===== src/rtl/imm_gen_pipe.sv =====
// imm_gen_pipe: decode-stage immediate generator for RV32I/RV64I.
// The instruction word is decoded combinationally on the input side and the
// result is captured into a two-entry (OUT + SKID) elastic buffer. Because
// in_ready depends only on registered state, decode and execute stay decoupled
// under backpressure. A flush (branch redirect) empties both entries in one cycle.
module imm_gen_pipe #(
  parameter int XLEN  = 32,
  parameter int TAG_W = 4
) (
  input  logic             clk,
  input  logic             rst,
  input  logic             flush,
  input  logic             in_valid,
  output logic             in_ready,
  input  logic [2:0]       imm_src,
  input  logic [31:0]      instruction,
  input  logic [TAG_W-1:0] in_tag,
  output logic             out_valid,
  input  logic             out_ready,
  output logic [XLEN-1:0]  imm_ext,
  output logic [TAG_W-1:0] out_tag,
  output logic             out_illegal
);

  // Only the two RISC-V register widths have a defined immediate encoding.
  generate
    if (XLEN != 32 && XLEN != 64) begin : g_bad_xlen
      $fatal(1, "imm_gen_pipe: XLEN must be 32 or 64");
    end
  endgenerate

  typedef enum logic [2:0] {
    SRC_I     = 3'b000,
    SRC_S     = 3'b001,
    SRC_B     = 3'b010,
    SRC_U     = 3'b011,
    SRC_J     = 3'b100,
    SRC_SHAMT = 3'b101,
    SRC_ZIMM  = 3'b110,
    SRC_RSVD  = 3'b111
  } imm_src_e;

  // One buffered result: everything execute needs about the instruction.
  typedef struct packed {
    logic [XLEN-1:0]  imm;
    logic [TAG_W-1:0] tag;
    logic             illegal;
  } entry_t;

  imm_src_e src;
  entry_t   in_entry;
  entry_t   out_entry;
  entry_t   skid_entry;
  logic     skid_valid;

  logic accept;
  logic drain;
  logic load_out_from_in;
  logic load_out_from_skid;
  logic load_skid;

  // The opcode field never contributes to an immediate.
  logic unused_opcode;
  assign unused_opcode = ^instruction[6:0];

  assign src = imm_src_e'(imm_src);

  // Decode the raw instruction into the entry that would be stored on accept.
  always_comb begin
    // NOTE: every field gets a default before the case so no path through the
    // block leaves a value unassigned, which would otherwise infer a latch.
    in_entry     = '0;
    in_entry.tag = in_tag;
    case (src)
      SRC_I:     in_entry.imm = XLEN'($signed(instruction[31:20]));
      SRC_S:     in_entry.imm = XLEN'($signed({instruction[31:25], instruction[11:7]}));
      SRC_B:     in_entry.imm = XLEN'($signed({instruction[31], instruction[7],
                                               instruction[30:25], instruction[11:8], 1'b0}));
      SRC_U:     in_entry.imm = XLEN'($signed({instruction[31:12], 12'b0}));
      SRC_J:     in_entry.imm = XLEN'($signed({instruction[31], instruction[19:12],
                                               instruction[20], instruction[30:21], 1'b0}));
      SRC_SHAMT: in_entry.imm = (XLEN == 64) ? XLEN'(instruction[25:20])
                                             : XLEN'(instruction[24:20]);
      SRC_ZIMM:  in_entry.imm = XLEN'(instruction[19:15]);
      default:   in_entry.illegal = 1'b1;
    endcase
  end

  // Ready is a function of stored state only (plus reset), never of out_ready.
  assign in_ready = !skid_valid && !rst;
  assign accept   = in_valid && in_ready;
  assign drain    = out_valid && out_ready;

  // Steer each accepted or skidded entry to its destination register.
  always_comb begin
    load_out_from_skid = skid_valid && drain;
    load_out_from_in   = accept && (!out_valid || drain);
    load_skid          = accept && out_valid && !drain;
  end

  // Occupancy of the two storage slots; reset and flush discard everything.
  always_ff @(posedge clk) begin
    // NOTE: sequential state uses non-blocking assignments so every register
    // samples pre-edge values regardless of statement order.
    if (rst || flush) begin
      out_valid  <= 1'b0;
      skid_valid <= 1'b0;
    end else begin
      if (load_out_from_skid || load_out_from_in) begin
        out_valid <= 1'b1;
      end else if (drain) begin
        out_valid <= 1'b0;
      end
      if (load_skid) begin
        skid_valid <= 1'b1;
      end else if (load_out_from_skid) begin
        skid_valid <= 1'b0;
      end
    end
  end

  // Presented entry: the skid entry has priority because it is older.
  always_ff @(posedge clk) begin
    if (rst) begin
      out_entry <= '0;
    end else if (!flush) begin
      if (load_out_from_skid) begin
        out_entry <= skid_entry;
      end else if (load_out_from_in) begin
        out_entry <= in_entry;
      end
    end
  end

  // Skid payload captures the incoming entry while OUT is stalled.
  always_ff @(posedge clk) begin
    // NOTE: payload storage is not reset; skid_valid alone says whether it
    // holds anything, so clearing the data would only add reset fan-out.
    if (load_skid && !flush) begin
      skid_entry <= in_entry;
    end
  end

  assign imm_ext     = out_entry.imm;
  assign out_tag     = out_entry.tag;
  assign out_illegal = out_entry.illegal;

endmodule


===== config.mk =====
export PLATFORM = sky130hd
export DESIGN_NAME = imm_gen_pipe
export DESIGN_NICKNAME = d
export VERILOG_FILES = /design/src/rtl/imm_gen_pipe.sv
export SDC_FILE = /design/constraint.sdc
export NUM_CORES = 1
export LEC_CHECK = 0
export CORE_ASPECT_RATIO = 1.75
export CORE_MARGIN = 2
export CORE_UTILIZATION = 40
export CTS_CLUSTER_DIAMETER = 50
export DETAILED_ROUTE_END_ITERATION = 10
export PLACE_DENSITY = 0.72
export SYNTH_ARGS = -nofsm -noshare
export SYNTH_HDL_FRONTEND = slang
export SYNTH_SLANG_ARGS = --single-unit

===== constraint.sdc =====
create_clock -name clk -period 6 [get_ports clk]
set_input_delay 0.9 -clock clk [delete_from_list [all_inputs] [get_ports clk]]
set_output_delay 0.9 -clock clk [all_outputs]
set_load 0.01 [all_outputs]

# Yosys cells after proc, flatten, opt, wreduce, memory -nomap -nowiden
# Index checks and enable logic that the tools add are counted.
[classes]
mux = 8
n_lt_le_gt_ge = 0
n_eq_ne = 6
n_reduce_logical = 22
div_mod_pow = 0
n_addsub = 0
n_mul = 0
shifts = 0
n_bitwise = 1
[op_table]
columns = ["cell", "n"]
rows = [
  ["$pmux W32 S7", 1],
  ["$mux W37", 2],
  ["$eq A3 B3 Y1 const B", 3],
  ["$logic_and A1 B1 Y1", 8],
  ["$reduce_or A7 Y1", 1],
  ["$eq A3 B2 Y1 const B", 2],
  ["$reduce_bool A2 Y1", 3],
  ["$logic_not A1 Y1", 5],
  ["$mux W1", 5],
  ["$eq A3 B1 Y1 const B", 1],
  ["$logic_not A3 Y1", 1],
  ["$logic_or A1 B1 Y1", 3],
  ["$reduce_and A2 Y1", 1],
  ["$not A1 Y1", 1],
]
[word_totals]
ramBits = 0
input_bits = 44
latchBits = 0
romBits = 0
memories = 0
ff_bits = 76

# Depth between registers and ports, before layout
# Gate-level depths: netlist (run 1).
[logic_depth]
word_depth = 6
depth_mapped = 7
depth_no_buf = 4

# Least setup slack after synthesis (run 1)
# Ideal clock, no wire load.
[synth_path]
path_kind = "input-to-reg"
start = "input port rst"
end = "register skid_entry[0] (netlist name) (enable)"
setup_slack_ns = 0.727
t_arrival_ns = 4.746
stages = 2
t_required_ns = 5.472
path_cell_list = "buf_1 > nor4_1"
[synth_between]
elab_chain_len = 6
[synth_rtl]
columns = ["element", "line_no", "rtl"]
rows = [
  ["start, declared", "11", "input logic rst,"],
  ["$logic_not A1 Y1", "90", "assign in_ready = !skid_valid && !rst;"],
  ["$logic_and A1 B1 Y1", "90", ""],
  ["$logic_and A1 B1 Y1", "91", "assign accept = in_valid && in_ready;"],
  ["$logic_and A1 B1 Y1 (2 in series)", "98", "load_skid = accept && out_valid && !drain;"],
  ["$logic_and A1 B1 Y1", "139", "if (load_skid && !flush) begin"],
  ["end signal, assigned", "140", "skid_entry <= in_entry;"],
  ["end, declared", "53", "entry_t skid_entry;"],
]
# Every way passes these cells.
# A chain may end at the register's enable or synchronous reset.

# Final worst setup path (run 1)
[layout_path]
start = "input port rst"
end = "output port in_ready"
[layout_between]
elab_chain_len = 2
[layout_rtl]
columns = ["element", "line_no", "rtl"]
rows = [
  ["$logic_not A1 Y1", "90", ""],
  ["$logic_and A1 B1 Y1", "90", ""],
  ["end, declared", "14", "output logic in_ready,"],
]
# Every way passes these cells.

==> results.py, run 1 <==
metrics = {
    "drt": {
        "via_per_inst": 5.54,
        "ant_nets": 0,
        "drc": 0,
        "wirelength_mm": 8.64,
        "wl_per_cell_um": 15.9,
        "drt_iter0_drc": 177,
        "dr.pass1.iters": 5,
        "vias": 3001,
    },
    "setup_path": {
        "worstPathRequired_ns": 5.10,
        "slowest_delay_ns": 0.49,
        "critPathKind": "in -> out",
        "critPathMaxFanout": 32,
        "path_common_cell": "clkdlybuf4s50_1",
        "cp-start-kind": "primary input",
        "cp.arrival_ns": 2.26,
        "critical_path.cell_chain": "clkdlybuf4s50_1, buf_4, nor2_1, clkdlybuf4s50_1",
        "cpMaxStageDelayCell": "clkdlybuf4s50_1",
        "worstSetupEndpointType": "output pin",
    },
    "sta": {
        "skew_ns": 0.00784,
        "tns_ns": 0,
        "slew_viol_final": 0,
        "tightest_slew_ns": 1.03,
        "period_minus_slack_ns": 3.16,
        "max_freq_mhz": 317,
        "final-setup-viol-count": 0,
        "rsz0062_at_grt": "no",
        "finalHoldViolCount": 0,
        "finalCritPeriodShare_pct": 52.6,
        "slew_headroom_pct": 31.3,
        "timing.hold.ws_ns": 0.456,
    },
    "outcome": {
        "status": "completed",
    },
    "power_and_ir_drop": {
        "power_density_mw_per_mm2": 252,
        "p_leak_nw": 1.66,
        "ir_worst_vdd_mv": 0.187,
    },
    "synthesis": {
        "synth_area_leaders": "edfxtp_1 30%, dfxtp_1 21%, nand2_1 4.8%",
        "synth-main-ff-cell": "dfxtp_1",
        "ys_ff_latch": 76,
        "synth-edff-count": 37,
        "synthTopCellsByCount": "47 x nand2_1, 39 x dfxtp_1, 37 x edfxtp_1, 36 x nor2_1, 21 x a21oi_1",
        "ys_seq_area_share_pct": 51.5,
        "yosysMostFrequentCell": "nand2_1",
        "synth_cells": 359,
        "synth.avg_cell_area_um2": 10.2,
        "ys_types": 54,
        "synth_async_sr_flop_share_pct": 0,
        "synth.top_cell.area_share_pct": 30.2,
        "synth_area_mm2": 0.00367,
        "yosys_warnings": 0,
        "yosysTopAreaCell": "edfxtp_1",
        "syn_nets": 403,
    },
    "final_layout": {
        "n_antenna_cell": 0,
        "n_fill_cell": 835,
        "finalNonFillerCells": 542,
        "multiInputGateArea_mm2": 0.00158,
        "seq_area_mm2": 0.00189,
        "fin_nets": 461,
        "layout-drive-gt1-share_pct": 7.82,
        "syn_to_final_growth_pct": 27.6,
    },
    "clock_tree": {
        "cts_buffer_depth": 2,
        "hold_buffers": 0,
        "cts_root_buf": "clkbuf_16",
        "cts_buffers": 9,
        "htreeDepth": 3,
        "ctsResizeCount": 0,
        "cts_tree": "done",
        "post_cts_buffers": 0,
        "cts.sinks": 76,
        "clk_latency_ns": 0.33,
        "clkTransAtPathRegs_ns": 0.06,
    },
    "floorplan": {
        "die_h_um": 131,
        "die_x_um": 76.4,
        "std_cell_rows": 46,
        "die_area_mm2": 0.0100,
        "pin_count": 83,
        "coreArea_mm2": 0.00898,
        "initial_utilization_pct": 40.9,
    },
    "placed_design": {
        "place.gp.congestion": 0.790,
        "hpwl_mm": 5.67,
        "io_buffers": 75,
        "dp_cells": 526,
    },
    "grt": {
        "grt_overflow_total": 0,
        "grt_max_degree": 54,
        "grt_antenna_before_repair": 0,
        "grt.total_usage_pct": 17.5,
        "grt_pass1_vias": 2837,
        "grt_pass1_wl_mm": 13.9,
    },
    "job": {
        "maxCapViolCount": 0,
    },
    "hold_path": {
        "hold_path.class": "reg -> reg",
    },
}
## state kept, by name, summed over array words and instances, names as in the netlist
| register | cells |
|---|---|
| skid_valid | 1 |
| imm_ext | 32 |
| out_illegal | 1 |
| out_valid | 1 |
| out_tag | 4 |
| skid_entry | 37 |
## per-stage QoR
step                utilization, %  power (mW)  cell area, um^2  worst slack, ns
floorplan                        -       0.653             3670            0.727
global placement              49.3       0.711             4420             2.64
detailed placement            49.3       0.714             4420             2.60
CTS                           52.2        1.19             4690             2.83
global route                  52.2        1.22             4690             2.65
finish                        52.2        1.18             4690             2.84
## path summary, 6_finish.rpt
check                           depth (start not counted)  slack [ns]                     start                        to
worst min-delay path                                    2        0.46  imm_ext[18]$_SDFFE_PP0P_  imm_ext[18]$_SDFFE_PP0P_
worst min register to register                          2        0.46  imm_ext[18]$_SDFFE_PP0P_  imm_ext[18]$_SDFFE_PP0P_
worst max register to register                          3        3.90   skid_valid$_SDFFE_PP0P_   imm_ext[3]$_SDFFE_PP0P_
worst max-delay path                                    4        2.84                       rst                  in_ready
## metal layers
layer  track usage (%)  vias to the layer above  share of wire, %
li1                  -                     1466                 -
met1              20.5                     1436                42
met2              31.1                       93                53
met3              4.46                        6               4.6
met4              6.20                        0               1.0
met5                 0                        -                 0
## worst max-delay path, delay by kind of cell
kind | cells | cell delay (ns)
buffers and inverters | 3 | 1.29
and+or+nand+nor | 1 | 0.08
## layout make-up
class,count,share of cell area (%)
repair buffers,80,16.8
well taps,120,3.20
flip-flops and latches,76,40.4
inverters,3,0.240
clock inverters,4,0.561
multi-input cells,247,33.8
clock buffers,12,5.05
## where the power goes
part           total, mW  switching [mW]  leakage (nW)  internal, mW
registers          0.562         0.00592         0.657         0.557
logic              0.141          0.0728         0.879        0.0685
clock network      0.477           0.197         0.127         0.279
## cell families after synthesis
logic type | share of synthesized area (%)
simple gates | 23.1
mux | 0.272
flops | 51.5
buf+inv | 5.62
compound gates | 19.0
fa+ha+maj | 0.272
xor+xnor | 0.238
## layout by cell type (no fill, tap or decap), types with 4 or more instances in the layout
master and instances:
a21boi_0 4, dfxtp_1 39, nand4_1 4, and3_1 6, buf_4 5, a21oi_1 21
nor3_1 7, a211o_1 4, a221o_1 5, o31ai_2 4, nand2b_1 6, a311o_1 11
o21ai_0 9, a311oi_1 5, nand4b_1 6, nand3b_1 4, nor2_1 36, edfxtp_1 37
clkbuf_16 9, a221oi_1 6, nor2b_1 10, nand3_1 8, nand4bb_1 4, clkdlybuf4s50_1 75
and4_1 4, nand2_1 47
No activity file was read; power rests on OpenSTA's default activity.
==> run 2, diff against run 1 <==
clock period = 2.95 ns   (was 6 ns; I/O delays follow)
==> results.py, run 2 (synthesis results as in run 1) <==
metrics = {
    "power_and_ir_drop": {
        "ir_worst_vdd_mv": 0.317,
        "p_leak_nw": 1.72,
        "total_power_mw": 2.56,
        "power_density_mw_per_mm2": 533,
    },
    "clock_tree": {
        "clkTransAtPathRegs_ns": 0.05,
        "hold_buffers": 0,
        "cts_buffers": 9,
        "cts_buffer_depth": 2,
        "post_cts_buffers": 0,
        "ctsResizeCount": 0,
        "htreeDepth": 3,
        "cts_tree": "done",
        "cts_root_buf": "clkbuf_16",
        "clk_latency_ns": 0.33,
        "cts.sinks": 76,
    },
    "sta": {
        "rsz0062_at_grt": "no",
        "final-setup-viol-count": 0,
        "period_minus_slack_ns": 2.10,
        "tns_ns": 0,
        "fin_ws_ns": 0.854,
        "tightest_slew_ns": 0.614,
        "slew_headroom_pct": 59.0,
        "max_freq_mhz": 477,
        "skew_ns": 0.00798,
        "finalCritPeriodShare_pct": 71.0,
        "timing.hold.ws_ns": 0.453,
        "slew_viol_final": 0,
        "finalHoldViolCount": 0,
    },
    "final_layout": {
        "multiInputGateArea_mm2": 0.00159,
        "most-common-layout-cells": "75 x clkdlybuf4s50_1, 47 x nand2_1, 39 x dfxtp_1",
        "n_antenna_cell": 0,
        "seq_area_mm2": 0.00189,
        "layout-drive-gt1-share_pct": 8.88,
        "fin_nets": 467,
        "utilization_pct": 53.4,
        "final_common_cell": "clkdlybuf4s50_1",
        "postLayoutCellArea_mm2": 0.00480,
        "largest_reg_flops": 37,
        "n_fill_cell": 859,
        "finalNonFillerCells": 548,
        "syn_to_final_growth_pct": 30.6,
        "max_flop_register": "skid_entry",
    },
    "drt": {
        "drt_iter0_drc": 166,
        "wirelength_mm": 8.56,
        "via_per_inst": 5.50,
        "vias": 3012,
        "ant_nets": 0,
        "drc": 0,
        "wl_per_cell_um": 15.6,
        "dr.pass1.iters": 4,
    },
    "setup_path": {
        "worstPathRequired_ns": 2.51,
        "cp.arrival_ns": 1.65,
        "critPathMaxFanout": 11,
        "ff2ff_path_depth": 5,
        "worstSetupEndpointType": "output pin",
        "cp-start-kind": "primary input",
        "critPathKind": "in -> out",
    },
    "grt": {
        "grt_pass1_wl_mm": 13.9,
        "grt_pass1_vias": 2893,
        "grt.total_usage_pct": 17.8,
        "grt_overflow_total": 0,
        "grt_max_degree": 48,
        "grt_antenna_before_repair": 0,
    },
    "floorplan": {
        "pin_count": 83,
        "die_x_um": 76.4,
        "die_area_mm2": 0.0100,
        "std_cell_rows": 46,
        "coreArea_mm2": 0.00898,
        "die_h_um": 131,
        "initial_utilization_pct": 40.9,
    },
    "placed_design": {
        "hpwl_mm": 6.14,
        "pre_cts_ws_ns": 0.585,
        "io_buffers": 75,
        "dp_cells": 532,
        "placed_area_mm2": 0.00449,
        "place.gp.congestion": 0.776,
    },
    "hold_path": {
        "hold_path.class": "reg -> reg",
        "holdPathStages": 2,
    },
    "job": {
        "maxCapViolCount": 0,
    },
    "outcome": {
        "status": "completed",
    },
}
[run 2: per-layer routing]
metal / GRT usage, % / wire [um] / vias up
li1: - / - / 1471
met1: 19.0 / 3270 / 1458
met2: 33.8 / 4850 / 72
met3: 2.34 / 261 / 11
met4: 9.95 / 177 / 0
met5: 0 / 0 / -
[run 2: final timing paths]
check | startpoint | endpoint | slack [ns]
max | rst | in_ready | 0.85
min | imm_ext[28]$_SDFFE_PP0P_ | imm_ext[28]$_SDFFE_PP0P_ | 0.45
max reg2reg | out_valid$_SDFFE_PP0P_ | imm_ext[30]$_SDFFE_PP0P_ | 1.32
min reg2reg | imm_ext[28]$_SDFFE_PP0P_ | imm_ext[28]$_SDFFE_PP0P_ | 0.45
[run 2: worst max-delay path, cell delays in order]
cell and delay (ns):
clkdlybuf4s50_1 0.40, buf_4 0.18, nor2_1 0.09, clkdlybuf4s50_1 0.54
[run 2: area by class of cell]
| type | count | share of cell area, % |
|---|---|---|
| Sequential cell | 76 | 39.4 |
| Clock buffer | 15 | 5.81 |
| Tap cell | 120 | 3.13 |
| Clock inverter | 1 | 0.626 |
| Timing Repair Buffer | 86 | 17.6 |
| Multi-Input combinational cell | 247 | 33.1 |
| Inverter | 3 | 0.235 |
[run 2: power by group]
| part | total [mW] | internal [mW] | switching [mW] |
|---|---|---|---|
| Combinational | 0.293 | 0.144 | 0.149 |
| Clock | 1.12 | 0.731 | 0.388 |
| Sequential | 1.14 | 1.13 | 0.0117 |
| Total | 2.56 | 2.01 | 0.549 |
==> run 3, diff against run 2 <==
PLACE_DENSITY = 0.74   (was 0.72)
clock period = 1.8 ns   (was 2.95 ns; I/O delays follow)
==> results.py, run 3 (synthesis results as in run 1) <==
metrics = {
    "outcome": {
        "status": "completed",
    },
    "clock_tree": {
        "cts.sinks": 76,
        "cts_root_buf": "clkbuf_16",
        "htreeDepth": 3,
        "cts_buffers": 9,
        "cts_tree": "done",
        "post_cts_buffers": 0,
        "clkTransAtPathRegs_ns": 0.05,
        "cts_buffer_depth": 2,
        "clk_latency_ns": 0.33,
    },
    "placed_design": {
        "io_buffers": 75,
        "place.gp.congestion": 0.787,
        "hpwl_mm": 6.62,
        "placed_area_mm2": 0.00487,
    },
    "setup_path": {
        "cp-startpoint": "imm_src[0]",
        "cp-start-kind": "primary input",
        "worstSetupEndpointType": "flip-flop",
        "worstPathRequired_ns": 2.06,
        "critPathMaxFanout": 25,
        "critPathKind": "in -> reg",
        "r2r-start": "skid_valid$_SDFFE_PP0P_",
        "cp.arrival_ns": 1.88,
    },
    "floorplan": {
        "coreArea_mm2": 0.00898,
        "die_h_um": 131,
        "std_cell_rows": 46,
        "pin_count": 83,
        "die_area_mm2": 0.0100,
        "die_x_um": 76.4,
        "initial_utilization_pct": 40.9,
    },
    "sta": {
        "final-setup-viol-count": 0,
        "slew_headroom_pct": 76.5,
        "skew_ns": 0.00676,
        "finalHoldViolCount": 0,
        "timing.hold.ws_ns": 0.461,
        "slew_viol_final": 0,
        "max_freq_mhz": 618,
        "finalCritPeriodShare_pct": 90.0,
        "period_minus_slack_ns": 1.62,
        "rsz0062_at_grt": "no",
        "tightest_slew_ns": 0.352,
    },
    "final_layout": {
        "seq_area_mm2": 0.00190,
        "most-common-layout-cells": "74 x clkdlybuf4s50_1, 46 x nand2_1, 38 x dfxtp_1",
        "syn_to_final_growth_pct": 40.7,
        "n_fill_cell": 796,
        "fin_nets": 502,
        "postLayoutCellArea_mm2": 0.00517,
        "multiInputGateArea_mm2": 0.00160,
        "max_flop_register": "skid_entry",
        "layout-drive-gt1-share_pct": 17.1,
        "final_common_cell": "clkdlybuf4s50_1",
        "n_antenna_cell": 0,
        "largest_reg_flops": 37,
    },
    "drt": {
        "drc": 0,
        "ant_nets": 0,
        "via_per_inst": 5.38,
        "drt_iter0_drc": 209,
        "wirelength_mm": 8.84,
        "vias": 3135,
        "wl_per_cell_um": 15.2,
        "dr.pass1.iters": 4,
    },
    "grt": {
        "grt_max_degree": 41,
        "grt_overflow_total": 0,
        "grt_pass1_wl_mm": 14.4,
        "grt_antenna_before_repair": 0,
        "grt_pass1_vias": 3086,
        "grt.total_usage_pct": 18.5,
    },
    "job": {
        "maxCapViolCount": 0,
    },
    "hold_path": {
        "hold_path.startpoint": "imm_ext[23]$_SDFFE_PP0P_",
        "hold_path.class": "reg -> reg",
    },
    "power_and_ir_drop": {
        "ir_worst_vdd_mv": 0.478,
        "power_density_mw_per_mm2": 809,
        "p_leak_nw": 1.94,
    },
}
## run 3: cell types whose count changed in the layout (fill, tap and decap cells not counted), moves of 2 or more
| cell | change |
|---|---|
| buf_12 | +8 |
| buf_4 | +27 |
| clkbuf_1 | -3 |
| clkinv_2 | +2 |
## run 3: path summary, 6_finish.rpt
kind	depth (start not counted)	end	slack, ns
setup / recovery	7	imm_ext[29]$_SDFFE_PP0P_	0.18
setup reg to reg	6	imm_ext[14]$_SDFFE_PP0P_	0.24
hold / removal	2	imm_ext[23]$_SDFFE_PP0P_	0.46
hold reg to reg	2	imm_ext[23]$_SDFFE_PP0P_	0.46
## run 3: repair_timing
item,4_1_cts,5_1_grt
gates resized for setup,0,1
hold buffers,0,0
endpoints found under the setup margin,0,1
## run 3: power by group
part / switching (mW) / internal [mW] / leakage, nW
Sequential: 0.0210 / 1.85 / 0.658
Combinational: 0.257 / 0.296 / 1.13
Clock: 0.660 / 1.09 / 0.151
## run 3: routing by layer
metal | vias up | track usage (%) | part of all wire (%)
met5 | - | 0 | 0
met4 | 0 | 7.70 | 1.5
met3 | 8 | 3.78 | 2.6
met2 | 65 | 36.0 | 58
met1 | 1523 | 19.1 | 38
li1 | 1539 | - | -
## run 3: stage by stage
| step | std cells | setup slack [ns] | total power, mW | TNS, ns | utilization [%] |
|---|---|---|---|---|---|
| 5_1_grt | 583 | 0.0668 | 4.33 | 0 | 57.6 |
| 2_1_floorplan | 359 | -0.379 | 2.18 | -14.03 | - |
| 6_report | 583 | 0.181 | 4.18 | 0 | 57.6 |
| 3_5_place_dp | 567 | -0.147 | 2.47 | -4.44 | 54.2 |
| 3_3_place_gp | 567 | -0.103 | 2.45 | -2.22 | 54.2 |
| 4_1_cts | 583 | 0.0111 | 4.22 | 0 | 57.5 |
## run 3: final cells by class
type,instances,share of cell area [%]
clock buffer,13,5.45
clock inverter,3,0.363
inverter,3,0.218
multi-input combinational,247,31.0
sequential,76,36.7
tap,120,2.90
timing repair buffer,121,23.4
## run 3: critical path, cell delays in order
cell	delay (ns)
clkdlybuf4s50_1	0.51
buf_12	0.17
and3b_1	0.22
buf_12	0.14
nand2_1	0.08
a311o_1	0.35
a21oi_1	0.13
